## config.mk

```make
export PLATFORM = sky130hd
export DESIGN_NAME = if_stage_flat
export DESIGN_NICKNAME = d
export VERILOG_FILES = /design/src/rtl/if_stage_if.sv /design/src/rtl/if_stage.sv /design/src/flat_wrapper.sv
export SDC_FILE = /design/constraint.sdc
export NUM_CORES = 1
export LEC_CHECK = 0
export BUFFER_PORTS_ARGS = -buffer_cell sky130_fd_sc_hd__buf_2
export CORE_ASPECT_RATIO = 1.5
export CORE_UTILIZATION = 48
export DETAILED_ROUTE_END_ITERATION = 16
export MAX_ROUTING_LAYER = met4
export PLACE_DENSITY = 0.8
export SLEW_MARGIN = 5
export SYNTH_ARGS = -nofsm -noshare
export SYNTH_HDL_FRONTEND = slang
export SYNTH_SLANG_ARGS = --single-unit
```

## constraint.sdc

```tcl
create_clock -name clk -period 2.6 [get_ports clk]
set_input_delay 0 -clock clk [delete_from_list [all_inputs] [get_ports clk]]
set_output_delay 0 -clock clk [all_outputs]
set_load 0.02 [all_outputs]
```

## src/rtl/if_stage_if.sv

```systemverilog
// Bus bundle between the instruction-fetch stage and its surroundings (IMEM, hazard unit, EX, decode).
// IF_STAGE_PERF_EN adds the two performance-counter outputs.
interface if_stage_if;
    logic        stall;
    logic        redirect_valid;
    logic [31:0] redirect_pc;
    logic [31:0] imem_pc;
    logic [31:0] imem_instr;
    logic [31:0] if_id_pc;
    logic [31:0] if_id_instr;
    logic        if_id_valid;
    logic        fetch_fault;
`ifdef IF_STAGE_PERF_EN
    logic [31:0] perf_fetch_cnt;
    logic [31:0] perf_redirect_cnt;
`endif

    // master is the fetch stage itself; slave is the surrounding pipeline/memory.
    modport master (
        input  stall, redirect_valid, redirect_pc, imem_instr,
`ifdef IF_STAGE_PERF_EN
        output perf_fetch_cnt, perf_redirect_cnt,
`endif
        output imem_pc, if_id_pc, if_id_instr, if_id_valid, fetch_fault
    );

    modport slave (
        output stall, redirect_valid, redirect_pc, imem_instr,
`ifdef IF_STAGE_PERF_EN
        input  perf_fetch_cnt, perf_redirect_cnt,
`endif
        input  imem_pc, if_id_pc, if_id_instr, if_id_valid, fetch_fault
    );
endinterface

```

## src/rtl/if_stage.sv

```systemverilog
// Instruction-fetch stage: owns the PC, addresses IMEM and fills the IF/ID register.
// Optional IF_STAGE_PERF_EN adds fetch and redirect counters.
module if_stage #(
    parameter logic [31:0] RESET_PC  = 32'h0000_0000,
    parameter int unsigned IMEM_SIZE = 1024,
    parameter logic [31:0] NOP_INSTR = 32'h0000_0013
) (
    input logic        clk,
    input logic        rst_n,
    if_stage_if.master bus
);
    typedef enum logic [1:0] {BOOT, RUN, HALT} state_t;

    localparam logic [31:0] LAST_PC = 32'(IMEM_SIZE - 4);

    state_t      r_state, w_state_n;
    logic [31:0] r_pc, w_pc_n;
    logic [31:0] r_if_pc, w_if_pc_n;
    logic [31:0] r_if_instr, w_if_instr_n;
    logic        r_if_valid, w_if_valid_n;
    logic        r_fault, w_fault_n;
    logic        w_fetch, w_redirect;
    logic        w_bad_target;

    assign w_bad_target = (bus.redirect_pc[1:0] != 2'b00) || (bus.redirect_pc > LAST_PC);

    // NOTE: every signal gets its hold value first, so no path through the case can infer a latch.
    always_comb begin
        w_state_n    = r_state;
        w_pc_n       = r_pc;
        w_if_pc_n    = r_if_pc;
        w_if_instr_n = r_if_instr;
        w_if_valid_n = r_if_valid;
        w_fault_n    = r_fault;
        w_fetch      = 1'b0;
        w_redirect   = 1'b0;
        unique case (r_state)
            BOOT: w_state_n = RUN;
            RUN: begin
                if (bus.redirect_valid && w_bad_target) begin
                    w_state_n    = HALT;
                    w_fault_n    = 1'b1;
                    w_if_instr_n = NOP_INSTR;
                    w_if_valid_n = 1'b0;
                end else if (bus.redirect_valid) begin
                    // Redirect wins over stall; the wrong-path word becomes a bubble.
                    w_redirect   = 1'b1;
                    w_pc_n       = bus.redirect_pc;
                    w_if_instr_n = NOP_INSTR;
                    w_if_valid_n = 1'b0;
                end else if (bus.stall) begin
                    w_state_n = RUN;
                end else if (r_pc > LAST_PC) begin
                    w_state_n    = HALT;
                    w_fault_n    = 1'b1;
                    w_if_valid_n = 1'b0;
                end else begin
                    w_fetch      = 1'b1;
                    w_if_pc_n    = r_pc;
                    w_if_instr_n = bus.imem_instr;
                    w_if_valid_n = 1'b1;
                    w_pc_n       = r_pc + 32'd4;
                end
            end
            HALT: w_state_n = HALT;
            default: w_state_n = BOOT;
        endcase
    end

    // NOTE: sequential state uses non-blocking assignments so every register samples pre-edge values.
    always_ff @(posedge clk or negedge rst_n) begin
        if (!rst_n) begin
            r_state    <= BOOT;
            r_pc       <= RESET_PC;
            r_if_pc    <= '0;
            r_if_instr <= NOP_INSTR;
            r_if_valid <= 1'b0;
            r_fault    <= 1'b0;
        end else begin
            r_state    <= w_state_n;
            r_pc       <= w_pc_n;
            r_if_pc    <= w_if_pc_n;
            r_if_instr <= w_if_instr_n;
            r_if_valid <= w_if_valid_n;
            r_fault    <= w_fault_n;
        end
    end

    assign bus.imem_pc     = r_pc;
    assign bus.if_id_pc    = r_if_pc;
    assign bus.if_id_instr = r_if_instr;
    assign bus.if_id_valid = r_if_valid;
    assign bus.fetch_fault = r_fault;

`ifdef IF_STAGE_PERF_EN
    logic [31:0] r_perf_fetch, r_perf_redirect;

    always_ff @(posedge clk or negedge rst_n) begin
        if (!rst_n) begin
            r_perf_fetch    <= '0;
            r_perf_redirect <= '0;
        end else begin
            if (w_fetch)    r_perf_fetch    <= r_perf_fetch + 32'd1;
            if (w_redirect) r_perf_redirect <= r_perf_redirect + 32'd1;
        end
    end

    assign bus.perf_fetch_cnt    = r_perf_fetch;
    assign bus.perf_redirect_cnt = r_perf_redirect;
`else
    logic w_unused;
    assign w_unused = w_fetch ^ w_redirect;
`endif
endmodule

```

## src/flat_wrapper.sv

```systemverilog
// flat-port wrapper written by rule: the top's interface ports become plain ports
module if_stage_flat 
#(
    parameter logic [31:0] RESET_PC  = 32'h0000_0000,
    parameter int unsigned IMEM_SIZE = 1024,
    parameter logic [31:0] NOP_INSTR = 32'h0000_0013
)
  (clk, rst_n, bus_stall, bus_redirect_valid, bus_redirect_pc, bus_imem_instr, bus_imem_pc, bus_if_id_pc, bus_if_id_instr, bus_if_id_valid, bus_fetch_fault);
  if_stage_if bus_i ();
  input logic clk;
  input logic rst_n;
  input wire logic [$bits(bus_i.stall)-1:0] bus_stall;
  input wire logic [$bits(bus_i.redirect_valid)-1:0] bus_redirect_valid;
  input wire logic [$bits(bus_i.redirect_pc)-1:0] bus_redirect_pc;
  input wire logic [$bits(bus_i.imem_instr)-1:0] bus_imem_instr;
  output wire logic [$bits(bus_i.imem_pc)-1:0] bus_imem_pc;
  output wire logic [$bits(bus_i.if_id_pc)-1:0] bus_if_id_pc;
  output wire logic [$bits(bus_i.if_id_instr)-1:0] bus_if_id_instr;
  output wire logic [$bits(bus_i.if_id_valid)-1:0] bus_if_id_valid;
  output wire logic [$bits(bus_i.fetch_fault)-1:0] bus_fetch_fault;
  assign bus_i.stall = bus_stall;
  assign bus_i.redirect_valid = bus_redirect_valid;
  assign bus_i.redirect_pc = bus_redirect_pc;
  assign bus_i.imem_instr = bus_imem_instr;
  assign bus_imem_pc = bus_i.imem_pc;
  assign bus_if_id_pc = bus_i.if_id_pc;
  assign bus_if_id_instr = bus_i.if_id_instr;
  assign bus_if_id_valid = bus_i.if_id_valid;
  assign bus_fetch_fault = bus_i.fetch_fault;
  if_stage #(.RESET_PC(RESET_PC), .IMEM_SIZE(IMEM_SIZE), .NOP_INSTR(NOP_INSTR)) u_core (.clk(clk), .rst_n(rst_n), .bus(bus_i));
endmodule
```

======== Word-level counts from Yosys, hierarchy flattened ========
Index checks and enable logic that the tools add are counted.
storage, ports and cells
  logic and storage cells ................. 54
  register bits ........................... 100
  bits in latches ......................... 0
  memory bits (read-only) ................. 0
  memories kept ........................... 0
  bits of input ports ..................... 68
  RAM bits ................................ 0
  output and inout port bits .............. 98
operators by class
  equality and inequality tests ........... 10
  add/subtract/negate cells ............... 1
  bitwise operators ....................... 4
  shift operators ......................... 0
  reductions and logical operators ........ 11
  div/mod/pow operators ................... 0
  $lt $le $gt $ge ......................... 2
  $mul .................................... 0
  muxes and demuxes ....................... 20
operators with widths
  cell                                                   count
  two-way mux 32 bit                                     7
  > comparator 32 x 10 -> 1 bit, second input constant   2
  adder 32 x 3 -> 32 bit, second input constant          1
  two-way mux 1 bit                                      8
  two-way mux 2 bit                                      4
  AND reduction 4 bit                                    2
  inequality test 2 x 1 -> 1 bit, second input constant  3
  inequality test 3 x 2 -> 1 bit, second input constant  2
  case mux 2 bit (3 select lines)                        1
  AND reduction 5 bit                                    1
  inequality test 4 x 2 -> 1 bit, second input constant  1
  inverter 1 bit                                         4
  AND reduction 2 bit                                    2
  nonzero test 2 bit                                     2
  inequality test 3 x 1 -> 1 bit, second input constant  1
  AND reduction 3 bit                                    1
  == test 2 x 1 -> 1 bit, second input constant          1
  == test 2 bit, second input constant                   1
  zero test 2 bit                                        1
  inequality test 2 bit, second input constant           1
  logical AND 1 bit                                      1
  logical OR 1 bit                                       1

======== Longest topological paths before layout ========
Gate-level depths: netlist of run 1.
  word-level depth ........................ 6
  depth in mapped cells ................... 8
  mapped depth without buffers ............ 6

======== Worst setup path before layout of run 1 ========
No wires, ideal clock.
  kind .................................... reg-to-reg
  start ................................... register u_core.r_pc[25], in the netlist u_core.bus.imem_pc[25]
  end ..................................... register u_core.r_if_pc[2], in the netlist u_core.bus.if_id_pc[2]
  clock period less this slack ............ 2.095 ns
  cell stages (with the launch flop) ...... 6
  path buffers ............................ 1
  required time ........................... 2.475 ns
  path slack .............................. 0.505 ns
  arrival time ............................ 1.970 ns
  setup time .............................. 0.125 ns
  path through ............................ dfrtp_1 -> nor4_2 -> nand4_4 -> nor4_4 -> buf_4 -> mux2_2
between the ends
  longest elaborated chain between the ends .. 3
RTL lines
  item                                  RTL line        text
  start: declaration                    if_stage.sv:17  logic [31:0] r_pc, w_pc_n;
  start signal: assignment              if_stage.sv:81  r_pc <= w_pc_n;
  > comparator 32 x 10 -> 1 bit         if_stage.sv:53  end else if (r_pc > LAST_PC) begin
  inverter 1 bit (no source line)       -
  AND reduction 5 bit (no source line)  -
  end signal: assignment                if_stage.sv:82  r_if_pc <= w_if_pc_n;
  end: declaration                      if_stage.sv:18  logic [31:0] r_if_pc, w_if_pc_n;
No other way between the ends.
A chain may end at the register's enable or synchronous reset.

======== Final worst setup path of run 1 ========
  start ................................... register u_core.r_pc[25], in the netlist u_core.bus.imem_pc[25]
  end ..................................... register u_core.r_pc[13], in the netlist u_core.bus.imem_pc[13]
between the ends
  longest elaborated chain between the ends .. 3
RTL lines
  item                                    RTL line
  > comparator 32 x 10 -> 1 bit           if_stage.sv:53
  inequality test 2 bit (no source line)  -
  AND reduction 4 bit (no source line)    -
No other way between the ends.

==> summary.txt, run 1 <==
Timing
  – Tcrit/Tclk final: 0.891
  – Clock Skew: 0.00772 ns
  – Final Hold Fails: 0
  – Hold_ws: ~0.011 ns
  – RSZ-0062 raised after global routing: false
  – Period minus WS final: around 2.3 ns
  – Fmax: approximately 430 MHz
  – Final max-slew violation count: 0
  – Final setup violation count: 0
  – Slew HR: 0.355
  – Worst-margin pin slew: 0.968 ns
  – Sum Neg Setup Slack: 0 ns

Global routing
  – Grt total ovfl: 0
  – Initial antenna violation count: 0
  – Number of global-route vias before repair: 3301
  – Largest net degree at the start of global routing: 81
  – Total Routing Usage GR: 0.266
  – Global-route wire length before repair: around 17 mm

Floorplanning
  – Core area: 8010 µm²
  – Die width: 76.4 µm
  – Starting density of the core: 0.498
  – I/O pin cnt: 166
  – Die Y: 114 µm
  – Row count: 40
  – Die area: slightly below 9000 µm²

Clocking
  – CTS HTree Levels: 3
  – TritonCTS buffer count: 9
  – # clock sinks: 100
  – Clock root buffer: clkbuf_16
  – Post-CTS Setup Inserts: 0
  – CTS Buffer Depth: 2
  – CTS tree: done
  – Clk pin slew, worst setup/hold paths: 0.06 ns
  – Clock Latency Late Sink: 0.34 ns

Route
  – DRT Pass-1 Iters: 4
  – # DRC: 0
  – Avg WL per Cell: between 15 and 20 µm
  – 1st-iter DRT viols: 161
  – Total number of vias: 3354
  – Post-route ant nets: 0
  – Final WL: 10.7 mm
  – Vias per cell: approximately 5.4

Layout
  – Nets: between 500 and 600
  – Filler instances: between 500 and 600
  – Fraction of layout cells with a size suffix above 1: 0.417
  – Area grow syn2layout: 42.6%
  – Area of the multi-input gates: 1370 µm²
  – Antenna diodes: 0
  – Reg area: ~2500 µm²

Critical path
  – CP Launch Point: u_core.bus.imem_pc[25]
  – Critical path endpoint category: flop
  – Worst setup path class: reg -> reg
  – Arr. time, crit path: 2.54 ns
  – Critical Path RT: 2.82 ns
  – Reg2reg start: u_core.bus.imem_pc[25]
  – Maximum fanout along the worst path: 11
  – Startpoint Class: flop

Synth
  – EDFF count, synth: 0
  – Mapped cell area: 3990 µm²
  – Prevailing post-synth register cell: dfrtp_1
  – Asr flop ratio synth: 1.00
  – Register area share after synthesis: 0.628
  – Post-synth cell types: 52
  – Post-Syn Nets: 373
  – Synth warn: 0
  – Yosys reg bits: 100
  – Mapped Cells: 304
  – Mean Syn Cell Area: 13.1 µm²

Power
  – Power Density: between 600 and 700 nW/µm²
  – Maximum vdd drop: between 400 and 500 µV
  – Flop pwr share: 0.453
  – Sw frac: 0.260
  – Internal Power: 2.78 mW
  – Clock Power Share: 0.386
  – Pleak: 3.09 nW
  – Combinational Power Share: 0.161
  – P_sw: between 0.9 and 1 mW

Place
  – Dpl hpwl: a little over 7 mm
  – IO Port Bufs: 165
  – Placer Congestion: between 0.8 and 0.9

Outcome
  – Status: finished, final reports clean

Hold path
  – HP Class: in -> reg
  – Hold Startpoint: bus_redirect_pc[2]

Job
  – Max-cap violations: 0
## final timing paths
path	endpoint	slack, ns	cells past startpoint
setup reg to reg	u_core.bus.imem_pc[13]	0.28	5
hold reg to reg	u_core.bus.fetch_fault	0.46	1
max in group asynchronous	u_core.bus.if_id_instr[4]	1.43	3
hold / removal	u_core.bus.imem_pc[2]	0.01	3
min in group asynchronous	u_core.bus.if_id_instr[16]	0.40	2
setup / recovery	u_core.bus.imem_pc[13]	0.28	5
## layout make-up
cell class	count	share of cell area
tap	105	0.0231
inverter	6	0.00396
multi-input combinational	181	0.241
timing repair buffer	217	0.232
sequential	100	0.441
clock buffer	12	0.0468
clock inverter	4	0.0123
## synth_stat cells (2+ instances only)
library cell | count | share of area
nor4_2 | 2 | 0.0063
buf_4 | 2 | 0.0038
o21ai_0 | 5 | 0.0063
mux2_2 | 8 | 0.023
mux2_1 | 2 | 0.0056
buf_2 | 6 | 0.0075
nor4_1 | 8 | 0.013
buf_6 | 2 | 0.0056
dfrtp_1 | 97 | 0.61
nand3_1 | 4 | 0.0050
mux2i_1 | 3 | 0.0075
a21oi_1 | 6 | 0.0075
nor2b_1 | 34 | 0.053
o21bai_1 | 2 | 0.0038
nor3_1 | 6 | 0.0075
clkbuf_1 | 7 | 0.0066
nor2_1 | 8 | 0.0075
nor3_4 | 2 | 0.0082
nor4_4 | 2 | 0.011
nand2_1 | 9 | 0.0085
a21boi_0 | 2 | 0.0038
o22a_1 | 3 | 0.0066
nand4_1 | 6 | 0.0094
o211a_1 | 2 | 0.0050
a21o_1 | 2 | 0.0038
dfstp_2 | 3 | 0.020
nand4b_1 | 2 | 0.0044
a22o_1 | 29 | 0.064
and2_1 | 10 | 0.016
a31oi_1 | 3 | 0.0047
inv_1 | 6 | 0.0056
## per-stage QoR
| stage | setup WS (ns) | instances | power [mW] | util | cell area (µm²) |
|---|---|---|---|---|---|
| after CTS | 0.0239 | 625 | 3.78 | 0.710 | 5680 |
| after floorplan | 0.505 | 304 | 2.06 | - | 3990 |
| final | 0.284 | 625 | 3.76 | 0.710 | 5690 |
| after detailed placement | 0.0698 | 569 | 2.27 | 0.618 | 4940 |
| after global routing | 0.104 | 625 | 3.92 | 0.710 | 5690 |
| after global placement | 0.192 | 569 | 2.25 | 0.618 | 4940 |
## worst max-delay path: stages, from the launching register on
cell	delay (ns)
dfrtp_1	0.40
nor4_2	0.40
nand4_4	0.22
o31ai_4	0.56
nand2_1	0.34
and2_1	0.27
## per-layer routing
metal | part of all wire | vias to the layer above | track usage
li1 | - | 1535 | -
met1 | 0.39 | 1639 | 0.304
met2 | 0.52 | 153 | 0.449
met3 | 0.053 | 27 | 0.0520
met4 | 0.034 | 0 | 0.129
met5 | 0 | - | -
## power by group through the flow
| stage | clock network (mW) | registers, mW | logic, mW |
|---|---|---|---|
| final | 1.45 | 1.70 | 0.607 |
| after global routing | 1.55 | 1.71 | 0.658 |
| after CTS | 1.48 | 1.70 | 0.596 |
| after detailed placement | 0 | 1.73 | 0.541 |
| after global placement | 0 | 1.72 | 0.531 |
| after floorplan | 0 | 1.78 | 0.285 |
## cells in the final DEF, fill, tap and decap left out, drive strengths merged, types with 9 or more instances in the layout
cell / synthesis / layout
dfrtp: 97 / 97
buf: 10 / 177
clkbuf: 7 / 12
nor2b: 34 / 34
nand2: 9 / 9
and2: 11 / 11
nor4: 12 / 12
mux2: 10 / 10
a22o: 29 / 29
dlygate4sd3: 0 / 40
## registers in the layout, indices dropped and copies added (netlist names)
name and cells:
u_core.bus.if_id_instr 32, u_core.bus.imem_pc 32, u_core.bus.if_id_pc 32, u_core.r_state 2, u_core.bus.if_id_valid 1, u_core.bus.fetch_fault 1
## logic make-up after synthesis
logic type	share of synthesized area
multiplexers	0.0358
flip-flops	0.628
adder cells (fa/ha/maj)	0.00314
AND/OR/NAND/NOR	0.166
AO/OA/AOI/OAI	0.138
buffers and inverters	0.0292
## repair_timing
action / in CTS / in global routing
resized for setup: 0 / 0
setup endpoints to repair: 0 / 0
hold endpoints to repair: 117 / 0
hold buffers: 40 / 0
No activity file was read; power rests on OpenSTA's default activity.
==> run 2, diff against run 1 <==
Settings changed: ABC_AREA from default to 1, PLACE_DENSITY 0.8 to 0.79.
==> run 2 against run 1 <==
Synthesized area up 4.4%. Wire length down 3.4%. Combinational power rose to 3.0 times the previous value. Via count up 14%. Sequential cell count unchanged. Design area up 0.59%. Sequential power up 22%. Critical path depth up 5. Highest routed layer unchanged.
==> summary.txt, run 2 <==
Power
  – P_sw: 2.00 mW (+100%)
  – Pleak: 3.46 nW (+12%)
  – Sw frac: 0.392 (+0.132)
  – Combinational Power Share: 0.358 (+0.197)
  – Clock Power Share: 0.237 (-0.149)
  – Power Density: 890 nW/µm² (+35%)
  – Internal Power: 3.10 mW (+11%)
  – Flop pwr share: 0.406 (-0.047)
  – Design Power: 5.09 mW (+35%)
  – Maximum vdd drop: 640 µV (+30%)

Route
  – 1st-iter DRT viols: 244 (+52%)
  – Vias per cell: 4.81 (-10%)
  – Post-route ant nets: 0 (unchanged)
  – DRT Pass-1 Iters: 5 (+1)
  – Avg WL per Cell: 13.1 µm (-24%)
  – # DRC: 0 (unchanged)
  – Total number of vias: 3820 (+14%)
  – Final WL: 10.4 mm (-3.4%)

Clocking
  – Clock Latency Late Sink: 0.33 ns (about the same)
  – Post-CTS sizing: 0 (unchanged)
  – CTS Buffer Depth: 2 (unchanged)
  – Post-CTS Setup Inserts: 0 (unchanged)
  – Clk pin slew, worst setup/hold paths: 0.07 ns (about the same)
  – Clock root buffer: clkbuf_16
  – Post-CTS Hold Fix Bufs: 43 (+7.5%)
  – # clock sinks: 100 (unchanged)
  – CTS HTree Levels: 3 (unchanged)
  – TritonCTS buffer count: 9 (unchanged)
  – CTS tree: done

Synth
  – Mean Syn Cell Area: 8.75 µm² (-33%)
  – EDFF count, synth: 0 (unchanged)
  – Yosys reg bits: 100 (unchanged)
  – Cell accounting for the most synthesized area: dfrtp_1
  – Post-synth cell types: 26 (-50%)
  – Post-synth top area share: 0.583 (-0.0254)
  – Most common cell in the netlist: nand2_1
  – Mapped Cells: 476 (+57%)
  – Asr flop ratio synth: 1.00 (unchanged)
  – Register area share after synthesis: 0.602 (-0.0262)
  – Top cells by count, synth: nand2_1, dfrtp_1, nor2_1
  – Synth warn: 0 (unchanged)
  – Prevailing post-synth register cell: dfrtp_1
  – Mapped cell area: 4160 µm² (+4.4%)
  – Post-Syn Nets: 545 (+46%)
  – Top cells by area, synth: dfrtp_1, nand2_1, nor2_1, inv_1, nand3_1

Layout
  – Most common cell after layout, fill and taps aside: buf_2
  – Fin cells: 794 (+27%)
  – Final Cell Area: 5720 µm² (+0.59%)
  – Nets: 751 (+29%)
  – Antenna diodes: 0 (unchanged)
  – Area grow syn2layout: 37.5%
  – Filler instances: 652 (+19%)
  – Post-layout util: 0.680 (-0.0302)
  – Leading cell types in the layout, fill and taps excluded: buf_2, nand2_1, dfrtp_1
  – Fraction of layout cells with a size suffix above 1: 0.290 (-0.128)

Timing
  – Tcrit/Tclk final: 0.841 (-0.0497)
  – Setup ws final: 0.413 ns (+0.129 ns)
  – Worst-margin pin slew: 0.581 ns (-0.386 ns)
  – Final max-slew violation count: 0 (unchanged)
  – RSZ-0062 raised after global routing: false
  – Hold_ws: 0.149 ns (+0.137 ns)
  – Final setup violation count: 0 (unchanged)
  – Fmax: 457 MHz (+5.9%)
  – Final Hold Fails: 0 (unchanged)
  – Slew HR: 0.612 (+0.258)
  – Sum Neg Setup Slack: 0 ns (unchanged)
  – Clock Skew: 0.00829 ns (+0.000572 ns)
  – Period minus WS final: 2.19 ns (-0.129 ns)

Place
  – Dpl hpwl: 7.06 mm (-1.5%)
  – Pre-CTS WS: 0.468 ns (+0.398 ns)
  – Placer Congestion: 0.859 (-2.1%)
  – DP Area: 5020 µm² (+1.6%)
  – Cells after DPL: 735 (+29%)
  – IO Port Bufs: 165 (unchanged)

Global routing
  – Global-route wire length before repair: 16.5 mm (-3.2%)
  – Number of global-route vias before repair: 3565 (+8.0%)
  – Grt total ovfl: 0 (unchanged)
  – Initial antenna violation count: 0 (unchanged)
  – Largest net degree at the start of global routing: 47 (-42%)
  – Total Routing Usage GR: 0.240 (-0.0258)

Critical path
  – Maximum fanout along the worst path: 33 (+22)
  – Arr. time, crit path: 2.45 ns (-0.09 ns)
  – Worst setup path class: reg -> reg
  – R2r worst-path depth: 10 (+5)
  – Startpoint Class: flop
  – Critical Path RT: 2.86 ns (+0.04 ns)
  – Critical path endpoint category: flop

Hold path
  – Hold path depth: 5 (+2)
  – HP Class: in -> reg

Floorplanning
  – Die area: 9060 µm² (+4.3%)
  – Die Y: 116 µm (+2.1%)
  – Core area: 8410 µm² (+5.1%)
  – Starting density of the core: 0.495 (-0.00333)
  – Die width: 78.0 µm (+2.1%)
  – Row count: 41 (+2.5%)
  – I/O pin cnt: 166 (unchanged)

Job
  – Max-cap violations: 0 (unchanged)

Outcome
  – Status: finished, final reports clean
==> run 2: cell count changes after synthesis, sizes merged, moves of 12 or more <==
cell / previous run / this run
nor2b: 34 / 0
nor2: 8 / 70
nand3: 5 / 42
inv: 6 / 57
a22o: 29 / 0
nor4: 12 / 0
nand2: 9 / 164
==> run 2: final timing paths <==
| kind | slack [ns] | to | startpoint |
|---|---|---|---|
| setup / recovery | 0.41 | u_core.bus.if_id_instr[10] | u_core.bus.imem_pc[2] |
| hold / removal | 0.15 | u_core.bus.imem_pc[10] | bus_redirect_valid |
| setup reg to reg | 0.41 | u_core.bus.if_id_instr[10] | u_core.bus.imem_pc[2] |
| hold reg to reg | 0.47 | u_core.bus.if_id_pc[24] | u_core.bus.if_id_pc[24] |
| max in group asynchronous | 1.61 | u_core.bus.if_id_pc[22] | rst_n |
| min in group asynchronous | 0.21 | u_core.bus.imem_pc[2] | rst_n |
==> run 2: power groups by stage <==
stage                     Sequential, mW  Combinational (mW)  Clock, mW
final                               2.07                1.82       1.21
after global placement              2.07                1.73          0
after detailed placement            2.09                1.78          0
after CTS                           2.06                1.84       1.23
after floorplan                     2.38               0.982          0
after global routing                2.10                2.02       1.28
==> run 2: layout make-up <==
type                            count  area [µm²]  area share
Inverter                           57         216      0.0378
Clock inverter                      5        27.5     0.00481
Multi-Input combinational cell    301        1300       0.227
Tap cell                          107         134      0.0234
Timing Repair Buffer              213        1300       0.226
Clock buffer                       11         243      0.0424
Sequential cell                   100        2510       0.438
==> run 2: cell families after synthesis <==
kind of cell               share of synthesized area
adders and majority gates                    0.00301
and+or+nand+nor                                0.279
buffers and inverters                         0.0857
xor gates and xnor gates                     0.00842
DFF                                            0.602
AOI/OAI and AO/OA                             0.0222
==> run 2: critical path, stage by stage (launching register included) <==
cell and delay [ns]:
dfrtp_1 0.43, ha_1 0.25, nand2_1 0.11, nor2_2 0.05
nand3_1 0.07, nand2_1 0.08, nor2_4 0.19, nand3_4 0.31
inv_4 0.38, nand2_1 0.13, nand2_1 0.10
==> run 2: per-layer routing <==
metal	up-vias	track usage	wire, µm
met5	-	-	0
met1	1807	0.285	4240
li1	1847	-	-
met2	149	0.409	5310
met4	0	0.0741	187
met3	17	0.0551	628
==> run 3, diff against run 2 <==
Settings changed: ABC_AREA 1 to 0, CORE_UTILIZATION 48 to 43, PLACE_DENSITY 0.79 to 0.76.
Clock period 2.6 ns to 1.8 ns, I/O delays scaled along.
==> run 3 against run 2 <==
The flow now finishes with violations (setup timing). Die area grew 6.8%. Sequential power grew 17%. Critical path depth shrank 2. Register-to-register slack lost 0.54 ns. Via count shrank 8.5%. Design area grew 12%. First-iteration DRC count shrank 38%. Sequential share of layout area shrank 4.7 points. Wire length grew 12%. Clock skew shrank 0.0011 ns. Hold slack lost 0.13 ns. Largest power group unchanged.
==> summary.txt, run 3 (same netlist as run 1, synthesis figures left out) <==
Critical path
  – Reg2reg start: u_core.bus.imem_pc[2]
  – Reg2reg end: u_core.bus.if_id_pc[9]
  – Flop2flop setup slack: -0.13 ns (-0.54 ns)
  – CP endpoint: u_core.bus.if_id_pc[9]
  – Worst setup path class: reg -> reg
  – Maximum fanout along the worst path: 8 (-76%)
  – Startpoint Class: flop
  – Worst path bufs/invs: 3 (+2)
  – R2r worst-path depth: 8 (-2)
  – Arr. time, crit path: 2.16 ns (-0.29 ns)
  – Critical Path RT: 2.02 ns (-0.84 ns)
  – Critical path endpoint category: flop
  – CP max-delay cell: dfrtp_2
  – Worst path depth: 8 (-2)
  – CP cell instances: ha_4 -> nand3_4 -> nor3_4 -> buf_4 -> nor4_4 -> buf_6 -> clkbuf_16 -> mux2_4
  – Max stage delay on crit path: 0.42 ns (about the same)
  – CP Launch Point: u_core.bus.imem_pc[2]
  – Crit path max-delay family: buffers and inverters

Floorplanning
  – Die Y: 120 µm (+3.4%)
  – Row count: 42 (+2.4%)
  – Starting density of the core: 0.446 (-0.0483)
  – Core area: 8930 µm² (+6.2%)
  – I/O pin cnt: 166 (unchanged)
  – Die area: 9670 µm² (+6.8%)
  – Die width: 80.6 µm (+3.3%)

Timing
  – Final Hold Fails: 0 (unchanged)
  – RSZ-0062 raised after global routing: true
  – Slew HR: 0.504 (-0.108)
  – Clock Skew: 0.00716 ns (-0.00113 ns)
  – Final setup violation count: 72 (+72)
  – Setup ws final: -0.132 ns (-0.545 ns)
  – Sum Neg Setup Slack: -3.73 ns (-3.73 ns)
  – Final max-slew violation count: 0 (unchanged)
  – Worst-margin pin slew: 0.742 ns (+0.161 ns)
  – Tcrit/Tclk final: 1.07 (+0.232)
  – Period minus WS final: 1.93 ns (-0.255 ns)
  – Fmax: 518 MHz (+13%)

Layout
  – Most common cell after layout, fill and taps aside: buf_2
  – Fin cells: 679 (-14%)
  – Filler instances: 630 (-3.4%)
  – Final Cell Area: 6430 µm² (+12%)
  – Nets: 635 (-15%)
  – Area grow syn2layout: 61.3%
  – Leading cell types in the layout, fill and taps excluded: buf_2, dfrtp_1, buf_4
  – Antenna diodes: 0 (unchanged)
  – Fraction of layout cells with a size suffix above 1: 0.538 (+0.248)

Place
  – Pre-CTS WS: -0.408 ns (-0.876 ns)
  – Placer Congestion: 0.834 (-2.9%)
  – Dpl hpwl: 7.69 mm (+9.0%)
  – DP Area: 5380 µm² (+7.1%)
  – Cells after DPL: 618 (-16%)
  – IO Port Bufs: 165 (unchanged)

Global routing
  – Initial antenna violation count: 0 (unchanged)
  – Grt total ovfl: 0 (unchanged)
  – Global-route wire length before repair: 17.2 mm (+4.4%)
  – Largest net degree at the start of global routing: 48 (+2.1%)
  – Number of global-route vias before repair: 3517 (-1.3%)
  – Total Routing Usage GR: 0.241 (+0.000431)

Route
  – DRT Pass-1 Iters: 6 (+1)
  – Total number of vias: 3497 (-8.5%)
  – Post-route ant nets: 0 (unchanged)
  – # DRC: 0 (unchanged)
  – 1st-iter DRT viols: 152 (-38%)
  – Final WL: 11.6 mm (+12%)
  – Vias per cell: 5.15 (+7.0%)
  – Avg WL per Cell: 17.0 µm (+30%)

Hold path
  – Hold path depth: 3 (-2)
  – HP Class: in -> reg

Power
  – Maximum vdd drop: 947 µV (+48%)
  – Design Power: 5.49 mW (+7.7%)
  – Pleak: 3.38 nW (-2.1%)
  – Power Density: 853 nW/µm² (-4.2%)

Clocking
  – CTS Buffer Depth: 2 (unchanged)
  – CTS tree: done
  – Clk pin slew, worst setup/hold paths: 0.06 ns (about the same)
  – TritonCTS buffer count: 9 (unchanged)
  – # clock sinks: 100 (unchanged)
  – Clock Latency Late Sink: 0.34 ns (about the same)
  – CTS HTree Levels: 3 (unchanged)
  – Clock root buffer: clkbuf_16

Job
  – Max-cap violations: 0 (unchanged)

Outcome
  – Failing checks: setup timing
  – Status: complete, but fails checks
[run 3: cell count changes in the layout (fill, tap and decap cells not counted), moves of 22 or more]
cell,before,now
nand3_1,40,2
buf_4,6,49
nand2_1,161,8
nor2b_1,0,22
inv_1,55,6
a22o_1,0,29
nor2_1,66,8
[run 3: what timing repair did]
item / 4_1_cts / 5_1_grt
resized for setup: 24 / 35
buffers inserted: 1 / 2
cloned: 0 / 4
hold buffers: 40 / 0
endpoints found under the hold margin: 77 / 0
pin swaps: 11 / 3
setup endpoints to repair: 85 / 93
[run 3: layer usage]
metal / wire (µm) / share of wire / track usage / vias to the layer above
met5: 0 / 0 / - / -
met4: 257 / 0.022 / 0.0971 / 0
met3: 498 / 0.043 / 0.0373 / 23
li1: - / - / - / 1632
met1: 4510 / 0.39 / 0.273 / 1732
met2: 6300 / 0.54 / 0.417 / 110
[run 3: where the power goes]
part | switching, mW | internal, mW | total, mW
sequential | 0.0834 | 2.35 | 2.43
clock | 0.804 | 1.10 | 1.90
combinational | 0.627 | 0.525 | 1.15
[run 3: area by class of cell]
type                            count  area (µm²)  area share
Timing Repair Buffer              268        1830       0.285
Clock inverter                      4        51.3     0.00797
Sequential cell                   100        2520       0.391
Tap cell                          110         138      0.0214
Inverter                            6        22.5     0.00350
Multi-Input combinational cell    181        1640       0.254
Clock buffer                       10         239      0.0371
[run 3: metrics by stage]
stage | hold slack [ns] | util
after global routing | 0.0308 | 0.720
after global placement | 0.0180 | 0.602
after floorplan | -0.296 | -
after detailed placement | 0.0232 | 0.602
after CTS | 0.00516 | 0.692
final | 0.0205 | 0.720
[run 3: worst min path at each step]
stage,from,to,slack (ns)
CTS,bus_redirect_pc[6],u_core.bus.imem_pc[6],0.005
floorplan,rst_n,u_core.bus.fetch_fault,-0.30
finish,bus_redirect_pc[6],u_core.bus.imem_pc[6],0.02
global route,bus_redirect_pc[6],u_core.bus.imem_pc[6],0.03
detailed placement,rst_n,u_core.bus.if_id_instr[23],0.02
global placement,rst_n,u_core.bus.if_id_instr[24],0.02
[run 3: worst min-delay path, delay by kind of cell]
family / cells / cell delay [ns]
AOI/OAI and AO/OA: 1 / 0.14
and+or+nand+nor: 1 / 0.10
buffers and inverters: 1 / 0.08
